==> src/rtl/lcplc_stream_pkg.sv <==
// Shared types for the LCPLC sample-stream front end: cube dimensions,
// hierarchy flags and the skid-buffer occupancy states.
package lcplc_stream_pkg;

  localparam int CUBE_DIM_WIDTH = 12;
  localparam int FLAG_COUNT     = 4;

  typedef logic [CUBE_DIM_WIDTH-1:0] dim_t;

  localparam dim_t DIM_ONE = dim_t'(1);

  // Runtime cube geometry, one field per hierarchy level.
  typedef struct packed {
    dim_t cols;
    dim_t rows;
    dim_t bands;
    dim_t blocks;
  } cube_dims_t;

  // End-of-row / slice / block / image markers, strictly nested (i implies b implies s implies r).
  typedef struct packed {
    logic r;
    logic s;
    logic b;
    logic i;
  } hier_flags_t;

  // Occupancy of a two-entry skid buffer.
  typedef enum logic [1:0] {
    SKID_EMPTY = 2'd0,
    SKID_ONE   = 2'd1,
    SKID_FULL  = 2'd2
  } skid_state_t;

  // A zero dimension is meaningless, so it is read as a single element.
  function automatic dim_t dim_or_one(input dim_t d);
    return (d == '0) ? DIM_ONE : d;
  endfunction

endpackage

==> src/rtl/axis_skid_buffer.sv <==
// Two-entry AXI-Stream skid buffer with fully registered outputs.
// in_ready is a flop driven from the next occupancy, so it never depends
// combinationally on out_ready. Push and pop in the same cycle keep one
// entry in flight with no bubble, giving one beat per clock.
module axis_skid_buffer
  import lcplc_stream_pkg::*;
#(
  parameter int WIDTH = 20
) (
  input  logic             clk,
  input  logic             rst,
  input  logic             in_valid,
  output logic             in_ready,
  input  logic [WIDTH-1:0] in_payload,
  output logic             out_valid,
  input  logic             out_ready,
  output logic [WIDTH-1:0] out_payload
);

  skid_state_t      state_q, state_d;
  logic             ready_q;
  logic [WIDTH-1:0] head_q;
  logic [WIDTH-1:0] skid_q;
  logic             push, pop;
  logic             load_head_in, load_head_skid, load_skid;

  assign push = in_valid && ready_q;
  assign pop  = (state_q != SKID_EMPTY) && out_ready;

  // State register: occupancy plus the registered ready it implies.
  always_ff @(posedge clk) begin
    // NOTE: non-blocking assignments here so every flop samples pre-edge values, regardless of block order.
    if (rst) begin
      state_q <= SKID_EMPTY;
      ready_q <= 1'b0;
    end else begin
      state_q <= state_d;
      ready_q <= (state_d != SKID_FULL);
    end
  end

  // Next-state logic: occupancy transitions and which register loads what.
  always_comb begin
    // NOTE: every output gets a default first so no path leaves it unassigned (no latches).
    state_d        = state_q;
    load_head_in   = 1'b0;
    load_head_skid = 1'b0;
    load_skid      = 1'b0;
    unique case (state_q)
      SKID_EMPTY: begin
        if (push) begin
          state_d      = SKID_ONE;
          load_head_in = 1'b1;
        end
      end
      SKID_ONE: begin
        if (push && !pop) begin
          state_d   = SKID_FULL;
          load_skid = 1'b1;
        end else if (push && pop) begin
          load_head_in = 1'b1;
        end else if (pop) begin
          state_d = SKID_EMPTY;
        end
      end
      SKID_FULL: begin
        // ready_q is low while full, so only a pop can happen here.
        if (pop) begin
          state_d        = SKID_ONE;
          load_head_skid = 1'b1;
        end
      end
      default: state_d = SKID_EMPTY;
    endcase
  end

  // Output logic: the head register is the AXIS output, valid whenever occupied.
  always_comb begin
    out_valid   = (state_q != SKID_EMPTY);
    out_payload = head_q;
    in_ready    = ready_q;
  end

  // Head register: cleared on reset so the visible output reads zero.
  always_ff @(posedge clk) begin
    if (rst) begin
      head_q <= '0;
    end else if (load_head_in) begin
      head_q <= in_payload;
    end else if (load_head_skid) begin
      head_q <= skid_q;
    end
  end

  // Skid register: holds the second entry while the consumer stalls.
  always_ff @(posedge clk) begin
    // NOTE: storage that is never observed before being written needs no reset; occupancy guards it.
    if (load_skid) begin
      skid_q <= in_payload;
    end
  end

endmodule

==> src/rtl/axis_cube_framer.sv <==
// AXI-Stream cube framer: tags each accepted sample with end-of-row, slice,
// block and image flags derived from runtime cube dimensions, then forwards
// {data, flags} through a two-entry registered skid buffer.
// Optional input throttle for stall testing: define FRAMER_THROTTLE_EN.
module axis_cube_framer
  import lcplc_stream_pkg::*;
#(
  parameter int DATA_WIDTH      = 16,
  parameter int DIM_WIDTH       = CUBE_DIM_WIDTH,
  parameter int THROTTLE_PERIOD = 4,
  parameter int THROTTLE_ON     = 1
) (
  input  logic                  clk,
  input  logic                  rst,
  input  logic [DIM_WIDTH-1:0]  cfg_cols,
  input  logic [DIM_WIDTH-1:0]  cfg_rows,
  input  logic [DIM_WIDTH-1:0]  cfg_bands,
  input  logic [DIM_WIDTH-1:0]  cfg_blocks,
  input  logic                  input_valid,
  output logic                  input_ready,
  input  logic [DATA_WIDTH-1:0] input_data,
  output logic                  x_valid,
  input  logic                  x_ready,
  output logic [DATA_WIDTH-1:0] x_data,
  output logic                  x_last_r,
  output logic                  x_last_s,
  output logic                  x_last_b,
  output logic                  x_last_i,
  output logic                  busy
);

  localparam int PAYLOAD_WIDTH = DATA_WIDTH + FLAG_COUNT;

  logic                     skid_ready;
  logic                     throttle_open;
  logic                     accept;
  logic                     first_beat;
  logic [DIM_WIDTH-1:0]     col_q, row_q, band_q, block_q;
  cube_dims_t               cfg_dims, shadow_q, dims;
  hier_flags_t              flags, out_flags;
  logic [PAYLOAD_WIDTH-1:0] out_payload;
  logic                     busy_q;

  assign input_ready = skid_ready && throttle_open;
  assign accept      = input_valid && input_ready;

`ifdef FRAMER_THROTTLE_EN
  localparam int PHASE_WIDTH = (THROTTLE_PERIOD > 1) ? $clog2(THROTTLE_PERIOD) : 1;

  logic [PHASE_WIDTH-1:0] phase_q;

  // Free-running throttle phase, 0 .. THROTTLE_PERIOD-1.
  always_ff @(posedge clk) begin
    if (rst) begin
      phase_q <= '0;
    end else if (phase_q == PHASE_WIDTH'(THROTTLE_PERIOD - 1)) begin
      phase_q <= '0;
    end else begin
      phase_q <= phase_q + 1'b1;
    end
  end

  assign throttle_open = (int'(phase_q) < THROTTLE_ON);
`else
  assign throttle_open = 1'b1;
`endif

  // Dimension selection and flag generation for the beat on the input.
  always_comb begin
    cfg_dims.cols   = dim_or_one(cfg_cols);
    cfg_dims.rows   = dim_or_one(cfg_rows);
    cfg_dims.bands  = dim_or_one(cfg_bands);
    cfg_dims.blocks = dim_or_one(cfg_blocks);

    // The first beat of an image uses the live config, since the shadow
    // registers only capture it on that same edge.
    first_beat = (col_q == '0) && (row_q == '0) && (band_q == '0) && (block_q == '0);
    dims       = first_beat ? cfg_dims : shadow_q;

    flags.r = (col_q == dims.cols - DIM_ONE);
    flags.s = flags.r && (row_q == dims.rows - DIM_ONE);
    flags.b = flags.s && (band_q == dims.bands - DIM_ONE);
    flags.i = flags.b && (block_q == dims.blocks - DIM_ONE);
  end

  // Shadow dimensions: frozen for the whole image once its first beat is taken.
  always_ff @(posedge clk) begin
    if (rst) begin
      shadow_q <= '{cols: DIM_ONE, rows: DIM_ONE, bands: DIM_ONE, blocks: DIM_ONE};
    end else if (accept && first_beat) begin
      shadow_q <= cfg_dims;
    end
  end

  // Position counters: advance per accepted beat, wrapping at each hierarchy level.
  always_ff @(posedge clk) begin
    if (rst) begin
      col_q   <= '0;
      row_q   <= '0;
      band_q  <= '0;
      block_q <= '0;
    end else if (accept) begin
      if (flags.i) begin
        col_q   <= '0;
        row_q   <= '0;
        band_q  <= '0;
        block_q <= '0;
      end else if (flags.b) begin
        col_q   <= '0;
        row_q   <= '0;
        band_q  <= '0;
        block_q <= block_q + DIM_ONE;
      end else if (flags.s) begin
        col_q  <= '0;
        row_q  <= '0;
        band_q <= band_q + DIM_ONE;
      end else if (flags.r) begin
        col_q <= '0;
        row_q <= row_q + DIM_ONE;
      end else begin
        col_q <= col_q + DIM_ONE;
      end
    end
  end

  // Image-in-progress flag: every accepted beat except the image's last leaves it set.
  always_ff @(posedge clk) begin
    if (rst) begin
      busy_q <= 1'b0;
    end else if (accept) begin
      busy_q <= !flags.i;
    end
  end

  assign busy = busy_q;

  axis_skid_buffer #(
    .WIDTH (PAYLOAD_WIDTH)
  ) u_skid (
    .clk         (clk),
    .rst         (rst),
    .in_valid    (input_valid && throttle_open),
    .in_ready    (skid_ready),
    .in_payload  ({input_data, flags}),
    .out_valid   (x_valid),
    .out_ready   (x_ready),
    .out_payload (out_payload)
  );

  assign {x_data, out_flags} = out_payload;
  assign x_last_r = out_flags.r;
  assign x_last_s = out_flags.s;
  assign x_last_b = out_flags.b;
  assign x_last_i = out_flags.i;

endmodule

==> config.mk <==
export PLATFORM = sky130hd
export DESIGN_NAME = axis_cube_framer
export DESIGN_NICKNAME = d
export VERILOG_FILES = /design/src/rtl/lcplc_stream_pkg.sv /design/src/rtl/axis_skid_buffer.sv /design/src/rtl/axis_cube_framer.sv
export SDC_FILE = /design/constraint.sdc
export NUM_CORES = 1
export LEC_CHECK = 0
export BUFFER_PORTS_ARGS = -buffer_cell sky130_fd_sc_hd__buf_2
export CORE_MARGIN = 5
export CORE_UTILIZATION = 45
export CTS_CLUSTER_DIAMETER = 50
export DETAILED_ROUTE_END_ITERATION = 7
export GPL_TIMING_DRIVEN = 0
export MAX_ROUTING_LAYER = met4
export PLACE_DENSITY = 0.66
export SLEW_MARGIN = 40
export SYNTH_ARGS = -nofsm -noshare
export SYNTH_HDL_FRONTEND = slang
export SYNTH_SLANG_ARGS = --single-unit
==> constraint.sdc <==
create_clock -name clk -period 6 [get_ports clk]
set_clock_uncertainty 0.05 [all_clocks]
set_input_delay 0.6 -clock clk [delete_from_list [all_inputs] [get_ports clk]]
set_output_delay 0.6 -clock clk [all_outputs]
set_load 0.01 [all_outputs]
==> impl_metrics.py <==
metrics = {
    "worst_setup_path": {
        "r2r_cells": 19,
        "path_max_fanout": 10,
        "crit_path_end_kind": "flip-flop",
        "r2r_end": "block_q[9]$_SDFFE_PP0P_",
        "crit_path_max_incr_delay_ns": 0.55,
        "crit_family": "simple AND/OR/NAND/NOR gates",
        "crit_slowest_cell": "or4b_4",
        "worst-r2r-setup-slack_ns": 0.28,
        "required_ns": 6.29,
        "critPathKind": "flip-flop to flip-flop",
        "start_kind": "flip-flop",
        "worstPathArrival_ns": 6.01,
        "path_buf_inv": 5,
        "r2r-start": "row_q[9]$_SDFFE_PP0P_",
        "crit_chain": "buf_2, nor4_2, and3_1, buf_2, buf_4, buf_2, buf_4, nand4_1, o21ai_2, ha_2, or4b_4, xnor2_1, or3_1, a2111o_1, o31a_1, a211oi_2, or4b_4, or4b_4, o32ai_1",
    },
    "die": {
        "die_h_um": 155,
        "core_um2": 20800,
        "core.rowCount": 53,
        "start_util": 0.453,
        "die_area_um2": 24000,
        "die_x_um": 155,
        "io_pins": 91,
    },
    "power": {
        "p_int_uw": 1730,
        "max-vdd-ir-drop_uv": 178,
        "power_frac_comb": 0.180,
        "p_sw_uw": 827,
        "power_frac_clock": 0.427,
        "pwr-share-seq": 0.393,
        "p_sw_frac": 0.323,
        "p_leak_uw": 0.00422,
        "power_density_nw_per_um2": 233,
    },
    "drt": {
        "met2_length_um": 14300,
        "wl_met3_um": 2480,
        "vias": 9695,
        "drt_iter0_drc": 737,
        "wire_per_inst_um": 20.6,
        "dr.pass1.iters": 5,
        "ant_nets": 0,
        "topRoutingLayerUsed": "met4",
        "drcViolationCount": 0,
        "viasPerCell": 6.18,
        "route.layer.met1.wl_um": 14700,
        "routed_wirelength_um": 32300,
    },
    "logic_synthesis": {
        "synth_seq_area_share": 0.318,
        "synth-edff-count": 20,
        "avgSynthCellArea_um2": 8.09,
        "synthArstFlopShare": 0,
        "yosys_warnings": 0,
        "synth_cells": 1166,
        "synth_top_area_cell": "dfxtp_1",
        "yosys-top-cells-area": "dfxtp_1 (25%), edfxtp_1 (6.4%), nand2_1 (6.2%)",
        "synthFlopType": "dfxtp_1",
        "ys_seq_elements": 140,
        "synth_cell_type_count": 86,
        "synth_nets": 1246,
        "synth_top_area_frac": 0.255,
        "syn_area_um2": 9430,
    },
    "timing": {
        "max_freq_mhz": 175,
        "maxSlewHeadroom": 0.422,
        "final_max_slew_viol_count": 0,
        "worst_slew_pin_slew_ns": 0.864,
        "timing.final.crit_period_ns": 5.72,
        "hold_viol": 0,
        "timing.final.crit_share": 0.953,
        "whs_ns": 0.290,
        "rsz0062_at_grt": "false",
        "setup_viol": 0,
    },
    "placed_design": {
        "portBuffers": 90,
        "place_hpwl_um": 24300,
        "place.gp.congestion": 0.984,
        "dp.cells": 1533,
    },
    "grt": {
        "antenna_found_initial": 0,
        "grt_pass1_vias": 9026,
        "grt_pass1_wl_um": 50300,
        "grt_max_degree": 20,
        "grtUsageTotal": 0.271,
        "grt_overflow_total": 0,
    },
    "clock_network": {
        "h-tree-depth": 4,
        "cts_hold_buf": 0,
        "root_buffer": "clkbuf_16",
        "cts_buffers": 17,
        "cts_tree": "done",
        "clock-sinks": 140,
        "cts_buffer_depth": 2,
        "clk_pin_slew_worst_paths_ns": 0.08,
        "clk_latency_ns": 0.44,
    },
    "worst_hold_path": {
        "hold_path_startpoint": "input_data[0]",
        "holdPathEnd": "u_skid.skid_q[4]$_DFFE_PP_",
        "hold_path_class": "input port to flip-flop",
        "whs_path_depth": 1,
    },
    "final_layout": {
        "nets": 1360,
        "final_cells": 1568,
        "antenna_cells": 0,
        "layout-drive-gt1-share": 0.167,
        "area_growth_pct": 16.6,
    },
    "flow_run": {
        "maxCapViolations": 0,
    },
    "status": {
        "status": "completed",
    },
}
-- registers in the layout, indices dropped and copies added (netlist names) --
register	count
shadow_q	48
u_skid.out_payload	20
u_skid.skid_q	20
band_q	12
block_q	12
col_q	12
row_q	12
u_skid.state_q	2
busy	1
u_skid.in_ready	1
-- timing repair --
action | 4_1_cts | 5_1_grt
setup buffers | 1 | 4
resized for setup | 8 | 9
endpoints found under the setup margin | 38 | 30
pin swaps | 1 | 0
-- power groups by stage --
stage          clock, uW  sequential, uW  combinational (uW)
4_1_cts             1100            1010                 450
3_3_place_gp           0            1030                 440
5_1_grt             1150            1010                 501
2_1_floorplan          0            1020                 298
6_report            1090            1010                 462
3_5_place_dp           0            1030                 444
-- metrics by stage --
stage	utilization	power [uW]	instance area (um^2)	TNS (ns)	setup WS, ns
after floorplan	-	1320	9430	0	0.336
after global placement	0.491	1470	10200	-15.75	-0.730
after detailed placement	0.493	1470	10300	-14.55	-0.688
after CTS	0.524	2560	10900	0	0.0117
after global routing	0.528	2660	11000	0	0.0444
final	0.528	2560	11000	0	0.284
-- routing by layer --
metal,vias up,global-route usage
li1,4612,-
met1,4655,0.374
met2,374,0.403
met3,54,0.0492
met4,0,0.0824
met5,-,-
-- worst max-delay path by stage --
stage	start	to	depth (start not counted)
3_5_place_dp	band_q[1]$_SDFFE_PP0P_	band_q[3]$_SDFFE_PP0P_	24
2_1_floorplan	band_q[1]$_SDFFE_PP0P_	block_q[9]$_SDFFE_PP0P_	21
5_1_grt	band_q[0]$_SDFFE_PP0P_	band_q[5]$_SDFFE_PP0P_	23
6_report	row_q[9]$_SDFFE_PP0P_	block_q[9]$_SDFFE_PP0P_	19
3_3_place_gp	band_q[1]$_SDFFE_PP0P_	band_q[8]$_SDFFE_PP0P_	24
4_1_cts	band_q[1]$_SDFFE_PP0P_	band_q[8]$_SDFFE_PP0P_	23
-- cell usage in the layout, fill, tap and decap left out, types with 39 or more instances in the layout --
cell | synthesis | layout
nand2_1 | 156 | 156
dfxtp_1 | 120 | 120
buf_2 | 17 | 108
a21oi_1 | 101 | 101
nor2_1 | 67 | 67
nand3_1 | 46 | 46
clkbuf_1 | 46 | 43
mux2i_1 | 39 | 39
xnor2_1 | 39 | 39
-- cells by family after synthesis --
family | after synthesis | share of synthesized area
and+or+nand+nor | 507 | 0.297
AOI/OAI and AO/OA | 294 | 0.215
DFF | 140 | 0.318
buffers and inverters | 115 | 0.0552
xor gates and xnor gates | 55 | 0.0525
muxes | 43 | 0.0462
adders and majority gates | 12 | 0.0159
-- synthesized netlist by cell type, types with 6 or more instances --
library cell and instances:
nand2_1 156, dfxtp_1 120, a21oi_1 101, nor2_1 67, clkbuf_1 46, nand3_1 46
mux2i_1 39, xnor2_1 39, inv_1 37, nor3_1 37, o21ai_0 31, nand4_1 30
o31ai_1 28, nor4_1 27, or3_1 26, a311oi_1 24, edfxtp_1 20, and3_1 19
buf_2 17, or4_1 16, xor2_1 15, a211oi_1 13, ha_1 12, and4_1 10
a31oi_1 9, buf_4 9, or2_2 9, a211o_1 7, and2_1 7, o211ai_1 7
a41oi_1 6, o21a_1 6, o311a_1 6
-- area by class of cell --
| cell class | instances | area (um^2) |
|---|---|---|
| fillers | 2046 | 9830 |
| well taps | 275 | 344 |
| inverters | 37 | 139 |
| flip-flops and latches | 140 | 3000 |
| plain buffers | 76 | 390 |
| clock inverters | 15 | 196 |
| clock buffers | 17 | 425 |
| multi-input cells | 911 | 6000 |
| repair buffers | 97 | 498 |
(Power assumes the default switching activity.)
